File: src/rtl/clause_fetch_unit.sv
`default_nettype none
// ============================================================================
// Module   : clause_fetch_unit
// Brief    : Scans the clause RAM and streams one evaluator beat per clause
//            (unassign / mask / assignment / pole) through a 2-entry FIFO.
// Revision : 1.0 - initial release
// ============================================================================
module clause_fetch_unit #(
    parameter int NUM_CLAUSES = 1023,
    parameter int CIDX_W      = 10,
    parameter int NUM_VARS    = 64,
    parameter int VIDX_W      = 6,
    parameter int LITS        = 5
) (
    input  logic                          clk,
    input  logic                          rst_n,
    input  logic                          start,
    input  logic                          abort,
    output logic                          busy,
    output logic                          done,
    output logic                          cram_rd_en,
    output logic [CIDX_W-1:0]             cram_rd_addr,
    input  logic [LITS*(VIDX_W+2)-1:0]    cram_rd_data,
    input  logic [NUM_VARS-1:0]           var_assigned,
    input  logic [NUM_VARS-1:0]           var_value,
    output logic                          out_valid,
    input  logic                          out_ready,
    output logic [CIDX_W-1:0]             out_clause_idx,
    output logic                          out_last,
    output logic [LITS-1:0]               out_unassign,
    output logic [LITS-1:0]               out_clause_mask,
    output logic [LITS-1:0]               out_assignment,
    output logic [LITS-1:0]               out_clause_pole
);

    localparam int                c_LIT_W    = VIDX_W + 2;
    localparam int                c_VSPACE   = 1 << VIDX_W;
    localparam int                c_ENT_W    = CIDX_W + 1 + 4 * LITS;
    localparam logic [CIDX_W-1:0] c_LAST_IDX = CIDX_W'(NUM_CLAUSES - 1);

    typedef enum logic [1:0] {
        S_IDLE  = 2'd0,
        S_SCAN  = 2'd1,
        S_DRAIN = 2'd2
    } state_t;

    state_t              r_state;
    state_t              w_state_nxt;
    logic [CIDX_W-1:0]   r_issue_ptr;
    logic [CIDX_W-1:0]   r_ret_idx;
    logic                r_inflight;
    logic [1:0]          r_count;
    logic                r_rd_ptr;
    logic                r_wr_ptr;
    logic [c_ENT_W-1:0]  r_mem [2];
    logic                w_push;
    logic                w_pop;
    logic [2:0]          w_occupancy;
    logic                w_credit_ok;
    logic [c_VSPACE-1:0] w_asg_ext;
    logic [c_VSPACE-1:0] w_val_ext;
    logic [LITS-1:0]     w_unassign;
    logic [LITS-1:0]     w_mask;
    logic [LITS-1:0]     w_assign;
    logic [LITS-1:0]     w_pole;
    logic [c_ENT_W-1:0]  w_beat;
    logic [c_ENT_W-1:0]  w_head;

    // Indices beyond NUM_VARS land on zero padding, so they read as unassigned.
    generate
        if (NUM_VARS >= c_VSPACE) begin : g_vars_full
            assign w_asg_ext = var_assigned[c_VSPACE-1:0];
            assign w_val_ext = var_value[c_VSPACE-1:0];
        end else begin : g_vars_pad
            assign w_asg_ext = {{(c_VSPACE-NUM_VARS){1'b0}}, var_assigned};
            assign w_val_ext = {{(c_VSPACE-NUM_VARS){1'b0}}, var_value};
        end
    endgenerate

    generate
        for (genvar gi = 0; gi < LITS; gi++) begin : g_lit
            logic [VIDX_W-1:0] w_vidx;
            assign w_vidx         = cram_rd_data[gi*c_LIT_W +: VIDX_W];
            assign w_mask[gi]     = cram_rd_data[gi*c_LIT_W + VIDX_W + 1];
            assign w_pole[gi]     = cram_rd_data[gi*c_LIT_W + VIDX_W] & w_mask[gi];
            assign w_unassign[gi] = ~w_asg_ext[w_vidx] & w_mask[gi];
            assign w_assign[gi]   = w_val_ext[w_vidx] & w_asg_ext[w_vidx] & w_mask[gi];
        end
    endgenerate

    assign w_beat = {r_ret_idx, (r_ret_idx == c_LAST_IDX), w_unassign, w_mask, w_assign, w_pole};

    assign out_valid = (r_count != 2'd0);
    assign w_head    = out_valid ? r_mem[r_rd_ptr] : '0;
    assign {out_clause_idx, out_last, out_unassign,
            out_clause_mask, out_assignment, out_clause_pole} = w_head;

    assign w_pop       = out_valid & out_ready;
    assign w_push      = r_inflight & ~abort;
    // Entries already buffered plus the read in flight must leave a free slot.
    assign w_occupancy = {1'b0, r_count} + {2'b00, r_inflight} - {2'b00, w_pop};
    assign w_credit_ok = (w_occupancy < 3'd2);

    assign busy         = (r_state != S_IDLE);
    assign cram_rd_addr = r_issue_ptr;

    always_ff @(posedge clk or negedge rst_n) begin
        if (!rst_n) begin
            r_state <= S_IDLE;
        end else begin
            r_state <= w_state_nxt;
        end
    end

    always_comb begin
        w_state_nxt = r_state;
        cram_rd_en  = 1'b0;
        done        = 1'b0;
        case (r_state)
            S_IDLE: begin
                if (start) w_state_nxt = S_SCAN;
            end
            S_SCAN: begin
                cram_rd_en = w_credit_ok;
                if (w_credit_ok && (r_issue_ptr == c_LAST_IDX)) w_state_nxt = S_DRAIN;
            end
            S_DRAIN: begin
                if ((r_count == 2'd0) && !r_inflight) begin
                    done        = 1'b1;
                    w_state_nxt = S_IDLE;
                end
            end
            default: w_state_nxt = S_IDLE;
        endcase
        if (abort) begin
            w_state_nxt = S_IDLE;
            cram_rd_en  = 1'b0;
            done        = 1'b0;
        end
    end

    always_ff @(posedge clk or negedge rst_n) begin
        if (!rst_n) begin
            r_issue_ptr <= '0;
            r_ret_idx   <= '0;
            r_inflight  <= 1'b0;
        end else begin
            r_inflight <= cram_rd_en;
            if (cram_rd_en) begin
                r_ret_idx   <= r_issue_ptr;
                r_issue_ptr <= r_issue_ptr + CIDX_W'(1);
            end
            if ((r_state == S_IDLE) && start && !abort) r_issue_ptr <= '0;
        end
    end

    // A push at full occupancy lands in the slot the simultaneous pop vacates.
    always_ff @(posedge clk or negedge rst_n) begin
        if (!rst_n) begin
            r_count  <= 2'd0;
            r_rd_ptr <= 1'b0;
            r_wr_ptr <= 1'b0;
            for (int i = 0; i < 2; i++) r_mem[i] <= '0;
        end else if (abort) begin
            r_count  <= 2'd0;
            r_rd_ptr <= 1'b0;
            r_wr_ptr <= 1'b0;
        end else begin
            if (w_push) begin
                r_mem[r_wr_ptr] <= w_beat;
                r_wr_ptr        <= ~r_wr_ptr;
            end
            if (w_pop) r_rd_ptr <= ~r_rd_ptr;
            r_count <= r_count + {1'b0, w_push} - {1'b0, w_pop};
        end
    end

endmodule
`default_nettype wire
File: config.mk
export PLATFORM = sky130hd
export DESIGN_NAME = clause_fetch_unit
export DESIGN_NICKNAME = d
export VERILOG_FILES = /design/src/rtl/clause_fetch_unit.sv
export SDC_FILE = /design/constraint.sdc
export NUM_CORES = 1
export LEC_CHECK = 0
export BUFFER_PORTS_ARGS = -buffer_cell sky130_fd_sc_hd__buf_2
export CAP_MARGIN = 20
export CORE_MARGIN = 3
export CORE_UTILIZATION = 35
export CTS_BUF_LIST = sky130_fd_sc_hd__clkbuf_8
export DETAILED_ROUTE_END_ITERATION = 10
export PLACE_DENSITY = 0.63
export SLEW_MARGIN = 20
export SYNTH_ARGS = -nofsm -noshare
export SYNTH_HDL_FRONTEND = slang
export SYNTH_SLANG_ARGS = --single-unit
File: constraint.sdc
create_clock -name clk -period 5.7 [get_ports clk]
set_input_delay 0.57 -clock clk [delete_from_list [all_inputs] [get_ports clk]]
set_output_delay 0.57 -clock clk [all_outputs]
set_load 0.05 [all_outputs]
### Yosys cells after proc, flatten, opt, wreduce, memory -nomap -nowiden

Cells that the tools add are included.

* register bits: 89
* bits of input ports: 173
* output and inout port bits: 45
* logic and storage cells: 122

* add/sub/neg operators: 5
* $lt $le $gt $ge: 9
* equality and inequality tests: 7
* mux-type cells: 44
* bitwise gates (word level): 32
* reduce and logical (&&, ||, !) cells: 16

Operator list (number)
* 31-bit 2-to-1 mux: 5
* 62-bit bitwise mux: 1
* 1-bit binary-select mux with 6-bit select: 10
* 6-bit by 7-bit less-than comparator with 1-bit output (second input constant): 5
* 31-bit demux with 1-bit select: 1
* 1-bit bitwise AND: 22
* 10-bit == test (second input constant): 2
* 10-bit 2-to-1 mux: 2
* 1-bit 2-to-1 mux: 19
* 10-bit by 1-bit adder with 10-bit output (second input constant): 1
* 2-bit 2-to-1 mux: 5
* 2-bit nonzero test: 5
* 3-bit inequality test (second input constant): 3
* 1-bit inverter: 8
* 2-bit one-hot mux with 3 select lines: 1
* 1-bit logical AND: 5
* 2-bit greater-or-equal comparator (second input constant): 2
* 2-bit zero test: 2
* 1-bit inverter with 2-bit output: 2
* 2-bit by 1-bit adder with 3-bit output: 1
* 3-bit by 2-bit less-than comparator with 1-bit output (second input constant): 1
* 3-bit AND reduction: 1
* 3-bit by 1-bit subtractor with 3-bit output: 1
* 2-bit by 1-bit adder with 2-bit output: 1
* 6 further kinds: 7

### Logic depth before layout (Yosys ltp)

* word-level depth: 8
* mapped depth: 9
* depth with buffers taken out: 9

### Least setup slack after synthesis

No wires, ideal clock.

* path type: input port to output port
* start: input out_ready
* end: output cram_rd_en
* arrival: 2.618 ns
* path slack: 2.512 ns
* stages: 7
* buffers on the path: 1
* cell sequence: and3b_1 > o21ai_0 > fa_1 > inv_1 > or3_1 > inv_2 > buf_1

* longest elaborated chain between the ends: 5

RTL lines
* start, declared: RTL line 27 `input logic out_ready,`
* 1-bit bitwise AND: RTL line 98 `assign w_pop = out_valid & out_ready;`
* 3-bit by 1-bit subtractor with 3-bit output: RTL line 101 `assign w_occupancy = {1'b0, r_count} + {2'b00, r_inflight} - {2'b00, w_pop};`
* 3-bit by 2-bit less-than comparator with 1-bit output: RTL line 102 `assign w_credit_ok = (w_occupancy < 3'd2);`
* 1-bit 2-to-1 mux: RTL line 119 `case (r_state)`
* 1-bit 2-to-1 mux: RTL line 135 `if (abort) begin`
* end, declared: RTL line 21 `output logic cram_rd_en,`

Every way passes these cells.

### Worst setup path in the final report

* start: register r_count[1]
* end: output cram_rd_en

* longest elaborated chain between the ends: 6
* elaborated cells on any way between the ends: 7
* those cells by class: add/sub (2); order compare (1); mux (2); bitwise (1); reduce/logical (1)

RTL lines
* start, declared: RTL line 52 `logic [1:0] r_count;`
* start signal, assigned: RTL line 174 `r_count <= r_count + {1'b0, w_push} - {1'b0, w_pop};`
* branches (longest 2 deep; another with 2-bit by 1-bit adder with 3-bit output)
* 3-bit by 1-bit subtractor with 3-bit output (*): RTL line 101
* 3-bit by 2-bit less-than comparator with 1-bit output (*): RTL line 102
* 1-bit 2-to-1 mux (*): RTL line 119
* 1-bit 2-to-1 mux (*): RTL line 135

Every way passes the cells marked *.

==> flow_summary.yaml <==
worst_setup_path:
  crit_fanout: 20
  end_kind: "output port"
  r2r_slack_ns: 2.60
  cp_top_family: "simple AND/OR/NAND/NOR gates"
  crit_chain: "and3b_1 > o21ai_0 > fa_1 > inv_1 > or3_1 > inv_2 > buf_2"
  crit_slowest_cell: "or3_1"
  path_buf_inv: 3
  critPathKind: "reg2out"
  arrival_ns: 3.03
  start_kind: "flip-flop"
  cp_slowest_stage_delay_ns: 0.54
  cp.required_ns: 5.13
cts:
  cts_tree: "yes"
  clkTransAtPathRegs_ns: 0.10
  ctsHoldBuffers: 0
  cts-root-buf: "clkbuf_8"
  numCtsBuffers: 9
  cts_setup_buffers: 0
  cts_buffer_depth: 2
  clock_sinks: 89
  cts.repair.resized: 0
  clock_latency_ns: 0.36
  htree_levels: 3
finish:
  seqCellArea_um2: 2228
  final_cell_mix: "buf_2, mux2i_1, mux4_2"
  drive_gt1_frac: 0.4064
  fill_cells: 2691
  multiInputGateArea_um2: 7018
  layout_commonest_cell: "buf_2"
  layout.nets: 1171
  diodes: 0
  syn_to_final_growth_pct: 13.48
grt:
  grt_pass1_vias: 8200
  grt_start_max_net_pins: 60
  grt_util_all_layers: 0.2078
  antenna_found_initial: 0
  gr-total-overflow: 0
  grt_pass1_wl_um: 49000
timing:
  finalSetupViolations: 0
  setup_tns_ns: 0
  skew_ns: 0.01376
  final.min_clock_period_ns: 3.597
  hold_violations: 0
  fin_crit_sh: 0.6311
  slew_headroom: 0.2967
  rsz0062_at_grt: "no"
  slew_violations: 0
  clock.fmax_mhz: 278.0
  tightestPinTransition_ns: 1.055
yosys:
  synth_edf_count: 0
  synthFlopType: "dfrtp_1"
  synth-seq-cells: 89
  synthCells: 832
  yosysWarnings: 0
  synth_cell_types: 60
  syn_area_um2: 9743
  seq_area_frac_synth: 0.2286
  synth_nets: 1009
  syn_area_per_cell_um2: 11.71
  async_flop_share: 1.000
die:
  die_h_um: 172.8
  die_w_um: 172.8
  core-area_um2: 27180
  dieArea_um2: 29880
  io_pins: 218
  placementRows: 60
  start_util: 0.3585
run_status:
  status: "completed"
hold_path:
  hp-class: "in2async"
pwr:
  power.leakage_uw: 0.004847
  powerDensity_nw_per_um2: 216.6
  total_power_uw: 2395
  ir_drop_uv: 102.2
flow_run:
  cap_viol_max_count: 0
detailed_routing:
  avgRoutedWirePerCell_um: 23.22
  dr_total_vias: 8343
  drtAntennaViolNets: 0
  viasPerCell: 6.085
  drc: 0
  drt-initial-drc-count: 803
  wl_um: 31830
  detail_route.first_pass.iterations: 5
placed_design:
  dp_hpwl_um: 23770
  io_buffer_count: 217
  gp_congestion: 0.9631
==> Yosys cell counts, types with 2 or more instances <==
cell       count  share of area
mux4_2       106           0.25
dfrtp_1       89           0.23
nand3_1        5         0.0026
a32oi_1        3         0.0027
xnor2_1        3         0.0027
buf_4         17          0.013
and3_1         4         0.0026
nand4_2        2         0.0026
nor2b_1       22          0.014
ha_1           3         0.0039
nor4_1         5         0.0032
o21ai_2        2         0.0018
o21ai_0       20          0.010
and2_1         5         0.0032
nand4_1       13         0.0083
a31oi_1        3         0.0019
buf_6         10          0.012
a211oi_1       4         0.0031
buf_1          4         0.0015
clkbuf_1      11         0.0042
a22o_1         9         0.0081
mux4_1        30          0.081
o2bb2ai_1      2         0.0018
mux2i_1      121           0.12
nand2b_1      13         0.0083
a21oi_1        8         0.0041
mux2_2        51          0.059
nand3_2        2         0.0021
buf_2         22          0.011
a22oi_1       28          0.022
a221oi_1       3         0.0027
and2b_1        2         0.0015
xor2_1         9         0.0081
or3_1          5         0.0032
nor2_1        55          0.021
buf_8          3         0.0046
inv_1          5         0.0019
a21o_1         4         0.0031
o21ai_1       12         0.0062
nand2_1       92          0.035
o22ai_1        6         0.0039
==> metrics by stage <==
stage	hold WS (ns)	worst slack (ns)	instances	utilization	area [um2]
global placement	0.4624	2.360	1355	0.3989	10840
floorplan	0.2744	2.512	832	-	9743
global route	0.1481	1.897	1371	0.4069	11060
finish	0.1403	2.103	1371	0.4069	11060
CTS	0.1296	2.070	1371	0.4069	11060
detailed placement	0.4679	2.342	1355	0.3991	10850
==> power breakdown <==
group	leakage [uW]	total, uW	switching (uW)	internal [uW]
clock	0.000107	452	232	220
combinational	0.00353	1070	619	454
sequential	0.00121	870	113	757
total	0.00485	2400	964	1430
==> cell families (layout without fill, tap and decap cells) <==
logic type                 count (synthesis)  in the layout  synth area share
AOI/OAI and AO/OA                        112            112           0.07898
xor gates and xnor gates                  12             12           0.01079
and+or+nand+nor                          231            231            0.1129
adders and majority gates                  4              4          0.005908
muxes                                    309            309            0.5107
DFF                                       89             89            0.2286
buffers and inverters                     75            242           0.05214
==> per-layer routing <==
metal	global-route usage	part of all wire	vias to the layer above
li1	-	-	3641
met1	0.2845	0.40	4135
met2	0.3278	0.47	489
met3	0.04282	0.096	78
met4	0.07534	0.035	0
met5	0	0	-
==> final cells by class <==
type / instances / area share
multi-input cells: 668 / 0.6347
flip-flops and latches: 89 / 0.2015
repair buffers: 220 / 0.1005
well taps: 372 / 0.04210
clock buffers: 10 / 0.01245
clock inverters: 6 / 0.006676
inverters: 6 / 0.002037
==> flip-flops by register name, summed over array words and instances (netlist names) <==
signal / count
cram_rd_addr: 10
r_wr_ptr: 1
r_state: 2
r_rd_ptr: 1
r_mem: 62
r_inflight: 1
r_count: 2
r_ret_idx: 10
==> worst paths after layout <==
kind	startpoint	to	cells after the start
setup / recovery	r_count[1]	cram_rd_en	7
hold / removal	rst_n	r_mem[31]	1
setup reg to reg	r_count[1]	cram_rd_addr[7]	9
hold reg to reg	r_mem[49]	r_mem[49]	2
max in group asynchronous	rst_n	r_rd_ptr	2
min in group clk	abort	r_state[1]	2
No activity file was read; power rests on OpenSTA's default activity.
